--- src/rtl/shift_req_arbiter_if.sv ---
// rtl/shift_req_arbiter_if.sv - requester/response bundle for the shared shifter arbiter
interface shift_req_arbiter_if #(
  parameter int N_REQ = 4
);
  localparam int ID_W = $clog2(N_REQ);

  logic [N_REQ-1:0]    req_valid;
  logic [N_REQ-1:0]    req_ready;
  logic [32*N_REQ-1:0] req_data;
  logic [5*N_REQ-1:0]  req_amt;
  logic [N_REQ-1:0]    req_dir;
  logic [N_REQ-1:0]    req_rot;
  logic                resp_valid;
  logic                resp_ready;
  logic [31:0]         resp_data;
  logic [ID_W-1:0]     resp_id;
  logic                busy;

  modport master (
    output req_valid, req_data, req_amt, req_dir, req_rot, resp_ready,
    input  req_ready, resp_valid, resp_data, resp_id, busy
  );

  modport slave (
    input  req_valid, req_data, req_amt, req_dir, req_rot, resp_ready,
    output req_ready, resp_valid, resp_data, resp_id, busy
  );
endinterface

--- src/rtl/shift_req_arbiter.sv ---
// rtl/shift_req_arbiter.sv - round-robin arbiter sharing one 32-bit barrel shifter
module shift_req_arbiter #(
  parameter int N_REQ = 4
) (
  input  logic            clk,
  input  logic            rst,
  shift_req_arbiter_if.slave bus
);
  localparam int ID_W = $clog2(N_REQ);

  typedef enum logic [1:0] {IDLE, EXEC, RESP} state_t;

  state_t          state, state_nxt;
  logic [ID_W-1:0] rr_ptr;
  logic [ID_W-1:0] grant_idx;
  logic            grant_found;
  int              scan;

  logic [ID_W-1:0] op_id;
  logic [31:0]     op_data;
  logic [4:0]      op_amt;
  logic            op_dir;
  logic            op_rot;

  logic [63:0]     rot_l;
  logic [63:0]     rot_r;
  logic [31:0]     shift_out;

  // First valid requester at or after rr_ptr, wrapping modulo N_REQ.
  always_comb begin
    grant_found = 1'b0;
    grant_idx   = '0;
    scan        = 0;
    for (int k = 0; k < N_REQ; k++) begin
      scan = int'(rr_ptr) + k;
      if (scan >= N_REQ) scan = scan - N_REQ;
      if (!grant_found && bus.req_valid[ID_W'(scan)]) begin
        grant_found = 1'b1;
        grant_idx   = ID_W'(scan);
      end
    end
  end

  always_comb begin
    bus.req_ready = '0;
    if (state == IDLE && !rst && grant_found) bus.req_ready[grant_idx] = 1'b1;
  end

  // Rotates take the matching half of the operand concatenated with itself.
  always_comb begin
    rot_l     = {op_data, op_data} << op_amt;
    rot_r     = {op_data, op_data} >> op_amt;
    shift_out = op_data;
    if (op_rot) shift_out = op_dir ? rot_r[31:0] : rot_l[63:32];
    else        shift_out = op_dir ? (op_data >> op_amt) : (op_data << op_amt);
  end

  always_ff @(posedge clk) begin
    if (rst) state <= IDLE;
    else     state <= state_nxt;
  end

  always_comb begin
    state_nxt = state;
    case (state)
      IDLE:    if (grant_found) state_nxt = EXEC;
      EXEC:    state_nxt = RESP;
      RESP:    if (bus.resp_ready) state_nxt = IDLE;
      default: state_nxt = IDLE;
    endcase
  end

  always_ff @(posedge clk) begin
    if (rst) begin
      rr_ptr         <= '0;
      op_id          <= '0;
      op_data        <= '0;
      op_amt         <= '0;
      op_dir         <= 1'b0;
      op_rot         <= 1'b0;
      bus.resp_valid <= 1'b0;
      bus.resp_data  <= '0;
      bus.resp_id    <= '0;
    end else begin
      case (state)
        IDLE: begin
          if (grant_found) begin
            op_id   <= grant_idx;
            op_data <= bus.req_data[32*grant_idx +: 32];
            op_amt  <= bus.req_amt[5*grant_idx +: 5];
            op_dir  <= bus.req_dir[grant_idx];
            op_rot  <= bus.req_rot[grant_idx];
          end
        end
        EXEC: begin
          bus.resp_data  <= shift_out;
          bus.resp_id    <= op_id;
          bus.resp_valid <= 1'b1;
        end
        RESP: begin
          if (bus.resp_ready) begin
            bus.resp_valid <= 1'b0;
            rr_ptr <= (op_id == ID_W'(N_REQ - 1)) ? '0 : op_id + 1'b1;
          end
        end
        default: ;
      endcase
    end
  end

  assign bus.busy = (state != IDLE);
endmodule
--- src/flat_wrapper.sv ---
// flat-port wrapper written by rule: the top's interface ports become plain ports
module shift_req_arbiter_flat 
#(
  parameter int N_REQ = 4
)
  (clk, rst, bus_req_valid, bus_req_data, bus_req_amt, bus_req_dir, bus_req_rot, bus_resp_ready, bus_req_ready, bus_resp_valid, bus_resp_data, bus_resp_id, bus_busy);
  shift_req_arbiter_if #(.N_REQ(N_REQ)) bus_i ();
  input  logic clk;
  input  logic rst;
  input wire logic [$bits(bus_i.req_valid)-1:0] bus_req_valid;
  input wire logic [$bits(bus_i.req_data)-1:0] bus_req_data;
  input wire logic [$bits(bus_i.req_amt)-1:0] bus_req_amt;
  input wire logic [$bits(bus_i.req_dir)-1:0] bus_req_dir;
  input wire logic [$bits(bus_i.req_rot)-1:0] bus_req_rot;
  input wire logic [$bits(bus_i.resp_ready)-1:0] bus_resp_ready;
  output wire logic [$bits(bus_i.req_ready)-1:0] bus_req_ready;
  output wire logic [$bits(bus_i.resp_valid)-1:0] bus_resp_valid;
  output wire logic [$bits(bus_i.resp_data)-1:0] bus_resp_data;
  output wire logic [$bits(bus_i.resp_id)-1:0] bus_resp_id;
  output wire logic [$bits(bus_i.busy)-1:0] bus_busy;
  assign bus_i.req_valid = bus_req_valid;
  assign bus_i.req_data = bus_req_data;
  assign bus_i.req_amt = bus_req_amt;
  assign bus_i.req_dir = bus_req_dir;
  assign bus_i.req_rot = bus_req_rot;
  assign bus_i.resp_ready = bus_resp_ready;
  assign bus_req_ready = bus_i.req_ready;
  assign bus_resp_valid = bus_i.resp_valid;
  assign bus_resp_data = bus_i.resp_data;
  assign bus_resp_id = bus_i.resp_id;
  assign bus_busy = bus_i.busy;
  shift_req_arbiter #(.N_REQ(N_REQ)) u_core (.clk(clk), .rst(rst), .bus(bus_i));
endmodule
--- config.mk ---
export PLATFORM = sky130hd
export DESIGN_NAME = shift_req_arbiter_flat
export DESIGN_NICKNAME = d
export VERILOG_FILES = /design/src/rtl/shift_req_arbiter_if.sv /design/src/rtl/shift_req_arbiter.sv /design/src/flat_wrapper.sv
export SDC_FILE = /design/constraint.sdc
export NUM_CORES = 1
export LEC_CHECK = 0
export ABC_CLOCK_PERIOD_IN_PS = 5280
export CAP_MARGIN = 20
export CORE_ASPECT_RATIO = 0.75
export CORE_MARGIN = 1.5
export CORE_UTILIZATION = 24
export CTS_BUF_LIST = sky130_fd_sc_hd__clkbuf_16
export CTS_CLUSTER_DIAMETER = 30
export CTS_CLUSTER_SIZE = 40
export DETAILED_ROUTE_END_ITERATION = 7
export PLACE_DENSITY_LB_ADDON = 0.08
export SYNTH_ARGS = -nofsm -noshare
export SYNTH_HDL_FRONTEND = slang
export SYNTH_SLANG_ARGS = --single-unit
--- constraint.sdc ---
create_clock -name clk -period 5.28 [get_ports clk]
set_input_delay 0.528 -clock clk [delete_from_list [all_inputs] [get_ports clk]]
set_output_delay 0.528 -clock clk [all_outputs]
set_load 0.005 [all_outputs]
After elaboration in Yosys (flattened, before gate mapping)
Cells that the tools add are included.
Widths: inputs -> output; s select.
{"block": "totals", "elab_cells": 97, "latchBits": 0, "out_inout_bits": 40, "mem_bits_rw": 0, "ff_bits": 80, "rom_bits": 0, "n_memories": 0, "input_bits": 163}
{"block": "op_classes", "muxes": 40, "order_cmp": 10, "add_sub_neg": 8, "eq_ne": 5, "bitwise": 0, "n_reduce_logical": 17, "n_mul": 1, "shifts": 6, "div_mod_pow": 0}
{"cell": "$shiftx 128x8->32", "count": 1}
{"cell": "$mux 32", "count": 3}
{"cell": "$shl 64x5->64", "count": 1}
{"cell": "$shr 64x5->32", "count": 1}
{"cell": "$shl 32x5->32", "count": 1}
{"cell": "$shr 32x5->32", "count": 1}
{"cell": "$mux 2", "count": 11}
{"cell": "$shiftx 20x6->5", "count": 1}
{"cell": "$lt 2x4->1 const B", "count": 4}
{"cell": "$mux 1", "count": 16}
{"cell": "$bmux 1 s2", "count": 6}
{"cell": "$ge 3x3->1 const B", "count": 3}
{"cell": "$reduce_and 2->1", "count": 4}
{"cell": "$sub 2x1->2 const B", "count": 4}
{"cell": "$add 2x2->3 const B", "count": 2}
{"cell": "$logic_and 1x1->1", "count": 6}
{"cell": "$pmux 2 s3", "count": 1}
{"cell": "$mul 3x2->5 const A", "count": 1}
{"cell": "$eq 2x2->1 const B", "count": 2}
{"cell": "$logic_not 1->1", "count": 4}
{"cell": "$mux 4", "count": 1}
{"cell": "$reduce_bool 2->1", "count": 2}
{"cell": "$add 2x1->3 const B", "count": 1}
{"cell": "$ge 2x3->1 const B", "count": 1}
{"cell": "9 further kinds", "count": 9}

Depth between registers and ports, before layout
Gate-level depths: netlist of run 1.
{"block": "logic_depth", "depth_word": 20, "ltp_mapped": 11, "depth_no_buf": 6}

Least setup slack after synthesis of run 1
OpenSTA, ideal clock, no wires.
{"block": "synth_timing", "path_type": "flip-flop to flip-flop", "start": "register u_core.op_amt[3]", "end": "register u_core.bus.resp_data[25]", "setup_ns": 0.133, "t_arrival_ns": 1.984, "slack_ns": 3.163, "n_path_buf": 3, "required_ns": 5.147, "path_stages_with_launch": 10, "path_cell_list": "dfxtp_1 buf_6 buf_12 buf_6 mux2_2 mux4_2 a31oi_1 o21ai_0 a211oi_2 a311oi_1"}
{"block": "synth_between", "elab_chain_cells": 3, "word_cells_on_any_way": 7}
{"element": "from (decl)", "line": "shift_req_arbiter.sv:21", "rtl": "logic [4:0] op_amt;"}
{"element": "from (signal assigned)", "line": "shift_req_arbiter.sv:90", "rtl": "op_amt <= bus.req_amt[5*grant_idx +: 5];"}
{"element": "$shl 32x5->32 (tied with other cells)", "line": "shift_req_arbiter.sv:55", "rtl": "else shift_out = op_dir ? (op_data >> op_amt) : (op_data << op_amt);"}
{"element": "$mux 32 (on tied branches)", "line": "shift_req_arbiter.sv:55, shift_req_arbiter.sv:54"}
{"element": "$mux 32 (*)", "line": "shift_req_arbiter.sv:54", "rtl": "if (op_rot) shift_out = op_dir ? rot_r[31:0] : rot_l[63:32];"}
{"element": "to (signal assigned)", "line": "shift_req_arbiter.sv:96", "rtl": "bus.resp_data <= shift_out;"}
{"element": "to (decl)", "line": "shift_req_arbiter_if.sv:26", "rtl": "output req_ready, resp_valid, resp_data, resp_id, busy"}
Every way passes the cells marked *; elsewhere a longest branch is shown, timed or not.
A chain may end at the register's enable or synchronous reset.

Worst setup path in the final report of run 1
{"block": "layout_timing", "start": "register u_core.op_data[31]", "end": "register u_core.bus.resp_data[1]"}
{"block": "layout_between", "elab_chain_cells": 3, "word_cells_on_any_way": 7}
{"element": "from (decl)", "line": "shift_req_arbiter.sv:20", "rtl": "logic [31:0] op_data;"}
{"element": "from (signal assigned)", "line": "shift_req_arbiter.sv:89", "rtl": "op_data <= bus.req_data[32*grant_idx +: 32];"}
{"element": "$shl 32x5->32 (tied with other cells)", "line": "shift_req_arbiter.sv:55"}
{"element": "$mux 32 (on tied branches)", "line": "shift_req_arbiter.sv:55, shift_req_arbiter.sv:54"}
{"element": "$mux 32 (*)", "line": "shift_req_arbiter.sv:54"}
Marks and branches as above.

==> results of run 1 <==
[metrics by stage]
stage	instances	total power [uW]
finish	2108	4077
global route	2108	4173
CTS	2108	3973
detailed placement	2092	3264
global placement	2091	3314
floorplan	1363	2210
[layout make-up]
class	instances	area share (%)
Multi-Input combinational cell	1118	63.11
Timing Repair Buffer	248	17.06
Clock buffer	9	1.618
Sequential cell	80	11.61
Tap cell	630	5.662
Clock inverter	7	0.5033
Inverter	16	0.4314
[worst register-to-register path, stage by stage, from the launching register on]
cell and delay [ns]:
dfxtp_1 1.02, mux2i_1 0.35, o2bb2ai_1 0.84, o211ai_1 0.54
a211oi_1 0.38, nor2_1 0.12, a211oi_1 0.27
[Yosys cell counts (4+ instances only)]
cell type	n
mux2i_1	169
nor2_1	124
mux2_2	115
nand2_1	90
o22ai_1	89
dfxtp_1	80
clkbuf_1	74
nand2b_1	56
mux4_2	41
o21ai_0	41
a21oi_1	40
buf_2	39
nand3_1	34
nor3_1	28
a22oi_1	21
a211oi_1	20
o211ai_1	19
a311oi_1	16
a221oi_1	15
nor2b_1	15
o32ai_1	14
a31oi_1	13
buf_6	13
inv_1	13
a22o_1	12
buf_1	10
o221ai_1	9
buf_4	8
a211o_1	7
a32oi_1	7
nand4_1	7
nor4_1	7
or2_2	7
a221o_1	6
and3_1	6
a221oi_2	5
or3_1	5
a32o_1	4
o2111ai_1	4
o21bai_1	4
o2bb2ai_1	4
[sequential cells by signal, summed over array words and instances, names as in the netlist]
register	cells
u_core.bus.resp_data	32
u_core.op_rot	1
u_core.op_id	2
u_core.bus.resp_id	2
u_core.bus.resp_valid	1
u_core.op_dir	1
u_core.op_data	32
u_core.op_amt	5
u_core.rr_ptr	2
u_core.state	2
[routing by layer]
| layer | up-vias | GRT usage [%] | wire length [um] |
|---|---|---|---|
| met2 | 960 | 39.80 | 27900 |
| met1 | 6543 | 39.96 | 30260 |
| met4 | 2 | 10.76 | 2743 |
| met5 | - | 0 | 12 |
| li1 | 5530 | - | - |
| met3 | 158 | 10.33 | 9367 |
[where the power goes]
group / total (uW) / internal (uW) / switching (uW)
registers: 973 / 681 / 292
logic: 2410 / 909 / 1500
clock network: 694 / 367 / 327
[worst min-delay path by stage]
stage	cells past startpoint	slack, ns	from	to
global placement	2	0.45	u_core.bus.resp_id[1]	u_core.bus.resp_id[1]
global route	2	0.47	u_core.bus.resp_id[1]	u_core.bus.resp_id[1]
finish	2	0.46	u_core.bus.resp_id[1]	u_core.bus.resp_id[1]
floorplan	2	0.45	u_core.op_id[1]	u_core.bus.resp_id[1]
CTS	2	0.46	u_core.bus.resp_id[1]	u_core.bus.resp_id[1]
detailed placement	2	0.45	u_core.bus.resp_id[1]	u_core.bus.resp_id[1]
[logic make-up (layout without fill, tap and decap cells)]
| family | Yosys count | count (layout) | share of synthesized area [%] |
|---|---|---|---|
| flip-flops | 80 | 80 | 14.30 |
| AO/OA/AOI/OAI | 393 | 393 | 25.75 |
| AND/OR/NAND/NOR | 396 | 396 | 16.87 |
| adder cells (fa/ha/maj) | 1 | 1 | 0.1117 |
| multiplexers | 328 | 328 | 35.31 |
| buffers and inverters | 165 | 280 | 7.655 |
==> metrics.yaml, run 1 <==
timing:
  fmax_ghz: 0.2756
  hold_viol: 0
  setup_tns_ns: 0
  layout_worst_path_cycle_share_pct: 68.73
  fin_crit_ns: 3.629
  setup_slack_ns: 1.651
  rsz0062_at_grt: "no"
  holdWs_ns: 0.4598
  tightest_slew_ns: 1.192
  slew_violations: 0
  maxSlewHeadroom_pct: 20.21
  fin_skew_ns: 0.01224
  setup_viol_count_final: 0
routing:
  num_vias: 13190
  ant_nets: 0
  drt_first_pass_iters: 6
  drc: 0
  drt_iter0_markers: 2005
  post_drt_wl_per_cell_um: 33.34
  wl_mm: 70.29
  viasPerCell: 6.259
pwr:
  p_per_area_nw_per_um2: 292.9
  leakage_uw: 0.004576
  peakVddDrop_mv: 0.1605
synth:
  synth.area.top_cells: "mux2i_1 (15%), dfxtp_1 (14%), mux2_2 (12%)"
  synth.distinct_cells: 83
  syn_area_um2: 11200
  yosys.area.top_type: "mux2i_1"
  synth_fp_nets: 1527
  yosysWarningCount: 0
  synth_cells: 1363
  synth_seq_area_share_pct: 14.30
  synth_top_area_share_pct: 15.11
  synth_area_per_cell_um2: 8.215
  synth_edf_count: 0
  ys_ff_latch: 80
  ys.flop_type: "dfxtp_1"
  ys_async_sr_fraction_pct: 0
die:
  rows: 68
  ios: 203
  die-area_um2: 47970
  initial_core_util_pct: 24.33
  coreArea_um2: 46030
  die_w_um: 252.4
  die_h_um: 190.1
setup_path:
  cpPeakStageDelay_ns: 1.02
  timing.critical_path.mode_cell: "a211oi_1"
  crit_required_ns: 5.57
  path_cells: "mux2i_1 -> o2bb2ai_1 -> o211ai_1 -> a211oi_1 -> nor2_1 -> a211oi_1"
  reg2reg_slack_ns: 1.65
  r2r_end: "u_core.bus.resp_data[1]"
  path_max_fanout: 17
  cp-start-kind: "flop"
  crit_end: "u_core.bus.resp_data[1]"
  critPathTopFamily: "compound AO/OA/AOI/OAI gates"
  critical_path_arrival_ns: 3.92
  reg2reg_depth: 6
  r2r-start: "u_core.op_data[31]"
  path_depth: 6
  end_kind: "flop"
  startpoint: "u_core.op_data[31]"
  crit_type: "flop to flop"
  critPathSlowestCell: "dfxtp_1"
  path_buf_inv: 0
clocking:
  postCtsSetupBuffers: 0
  cts_resized: 0
  htree_levels: 3
  clk_pin_slew_worst_paths_ns: 0.07
  root_buffer: "clkbuf_16"
  numCtsBuffers: 9
  clock_sinks: 80
  clk_path_buf_depth: 2
  clk_latency_ns: 0.39
  cts_tree: "built"
  hold_buffers: 0
finish:
  multiInputGateArea_um2: 8786
  postLayoutCellArea_um2: 13920
  layout-drive-gt1-share_pct: 17.52
  post-route-util_pct: 30.24
  layout_common_cells: "clkdlybuf4s50_1 (201), mux2i_1 (169), nor2_1 (122), mux2_2 (115), nand2_1 (90)"
  register_area_um2: 1617
  syn_to_final_growth_pct: 24.33
  layout_commonest_cell: "clkdlybuf4s50_1"
  final_nets: 1637
  num_antenna_cells: 0
  fillers: 4964
flow_run:
  maxCapViolCount: 0
placement:
  hpwl_mm: 52.36
  post_dp_cell_area_um2: 13630
  pre_cts_ws_ns: 1.793
  gp_congestion: 1.055
  port_buffers: 202
global_route:
  grt_pass1_wl_mm: 97.88
  grt_pass1_vias: 12410
  track_usage_pct: 28.68
  grt_max_degree: 80
  antenna_found_initial: 2
  overflow: 0
min_path:
  hold_class: "flop to flop"
run_status:
  run_status: "finished, final reports clean"
(Power assumes the default switching activity.)
==> inputs of run 2 (changes only) <==
- ABC_CLOCK_PERIOD_IN_PS: 5280 -> 3100
- clock period: 5.28 -> 3.1 ns (I/O delays scaled with it)
==> metrics.yaml, run 2 (synthesized netlist as in run 1, its figures left out) <==
timing:
  hold_viol: 0  # unchanged
  rsz0062_at_grt: "no"
  fmax_ghz: 0.3256  # +18%
  setup_slack_ns: 0.02852  # -1.623 ns
  layout_worst_path_cycle_share_pct: 99.08  # +30 points
  slew_violations: 0  # unchanged
  fin_crit_ns: 3.071  # -0.5575 ns
  tightest_slew_ns: 1.031  # -0.1615 ns
  setup_viol_count_final: 0  # unchanged
  holdWs_ns: 0.3900  # -0.06980 ns
  fin_skew_ns: 0.01314  # +0.0008978 ns
  maxSlewHeadroom_pct: 31.18  # +11 points
clocking:
  htree_levels: 3  # unchanged
  hold_buffers: 0  # unchanged
  root_buffer: "clkbuf_16"
  clock_sinks: 80  # unchanged
  cts_tree: "built"
  numCtsBuffers: 9  # unchanged
  clk_path_buf_depth: 2  # unchanged
  clk_latency_ns: 0.39  # about the same
  clk_pin_slew_worst_paths_ns: 0.07  # about the same
placement:
  hpwl_mm: 57.72  # +10%
  place_inst: 2252  # +7.6%
  gp_congestion: 1.044  # -1.1%
  pre_cts_ws_ns: 0.05284  # -1.741 ns
  port_buffers: 202  # unchanged
finish:
  layout_common_cells: "clkdlybuf4s50_1 (201), buf_4 (187), mux2i_1 (169), nor2_1 (123), mux2_2 (115)"
  top_regs: "u_core.bus.resp_data (32), u_core.op_data (32), u_core.op_amt (5)"
  layout-drive-gt1-share_pct: 25.50  # +8.0 points
  num_antenna_cells: 0  # unchanged
  post-route-util_pct: 33.39  # +3.2 points
  syn_to_final_growth_pct: 37.28
  final_cell_count_no_fill: 2269  # +7.6%
  final_nets: 1798  # +9.8%
  layout_commonest_cell: "clkdlybuf4s50_1"
routing:
  viasPerCell: 6.063  # -3.1%
  ant_nets: 0  # unchanged
  drc: 0  # unchanged
  drt_first_pass_iters: 8  # +2
  num_vias: 13760  # +4.3%
  wl_mm: 73.88  # +5.1%
  post_drt_wl_per_cell_um: 32.56  # -2.4%
  drt_iter0_markers: 2093  # +4.4%
pwr:
  comb_power_share_pct: 64.4  # +5.3 points
  p_per_area_nw_per_um2: 494.1  # +69%
  power_uw: 7595  # +86%
  peakVddDrop_mv: 0.2779  # +73%
  leakage_uw: 0.005432  # +19%
  p_int_uw: 3796  # +94%
  pwr-share-clk_pct: 15.5  # -1.5 points
  swShare_pct: 50.02  # -2.0 points
  power_switching_uw: 3799  # +79%
  p_seq_share_pct: 20.1  # -3.8 points
flow_run:
  maxCapViolCount: 0  # unchanged
setup_path:
  crit_required_ns: 3.33  # -2.24 ns
  path_max_fanout: 21  # +4
  cp-start-kind: "flop"
  end_kind: "flop"
  critical_path_arrival_ns: 3.30  # -0.62 ns
  crit_type: "flop to flop"
min_path:
  hold_class: "input port to flop"
die:
  die-area_um2: 47970  # unchanged
  die_h_um: 190.1  # unchanged
  die_w_um: 252.4  # unchanged
  ios: 203  # unchanged
  coreArea_um2: 46030  # unchanged
  rows: 68  # unchanged
  initial_core_util_pct: 24.33  # unchanged
global_route:
  overflow: 0  # unchanged
  antenna_found_initial: 4  # +2
  grt_max_degree: 80  # unchanged
  gr-usage-met2_pct: 42.58  # +2.8 points
  use_met1_pct: 42.51  # +2.5 points
  grt_pass1_vias: 13280  # +7.0%
  grt_pass1_wl_mm: 103.0  # +5.3%
  busiest_layer: "met2"
  track_usage_pct: 30.23  # +1.5 points
  met3_usage_pct: 10.90  # +0.57 points
run_status:
  run_status: "finished, final reports clean"
## run 2: power groups by stage
stage                     sequential, uW  combinational [uW]  clock [uW]
after floorplan                     1270                2490           0
after global placement              1540                4710           0
after detailed placement            1530                4630           0
after CTS                           1510                4660        1220
after global routing                1530                5000        1240
final                               1530                4890        1180
## run 2: metal layers
layer	vias up	routed length [um]
met1	6792	32800
met3	170	9412
li1	5852	-
met5	-	38
met2	938	29090
met4	6	2535
## run 2: path summary, 6_finish.rpt
check	endpoint	start	cells past startpoint	slack, ns
worst max-delay path	u_core.bus.resp_data[11]	u_core.op_amt[3]	8	0.03
worst min-delay path	u_core.op_rot	rst	3	0.39
worst max register to register	u_core.bus.resp_data[11]	u_core.op_amt[3]	8	0.03
worst min register to register	u_core.bus.resp_id[1]	u_core.bus.resp_id[1]	2	0.46
## run 2: per-stage QoR
stage	setup TNS, ns	instance area (um^2)
global placement	-0.004189	15040
finish	0	15370
detailed placement	0	15050
CTS	0	15350
global route	0	15370
floorplan	0	11200
## run 2: worst max-delay path, cell delays in order, from the launching register on
cell and delay, ns:
dfxtp_4 0.59, buf_4 0.30, mux2_2 0.38, mux2_2 0.33
mux2i_1 0.40, o32ai_1 0.16, o31ai_1 0.49, buf_4 0.19
a211oi_1 0.06
## run 2: cell type report
type	count	area, um^2
clock buffer	9	225.2
clock inverter	7	78.83
fill	4872	30660
inverter	16	60.06
multi-input combinational	1118	8781
sequential	80	1617
tap	630	788.3
timing repair buffer	409	3821
## run 2: timing repair
action / 4_1_cts / 5_1_grt
resized for setup: 0 / 0
endpoints found under the setup margin: 0 / 4
buffers inserted: 0 / 1
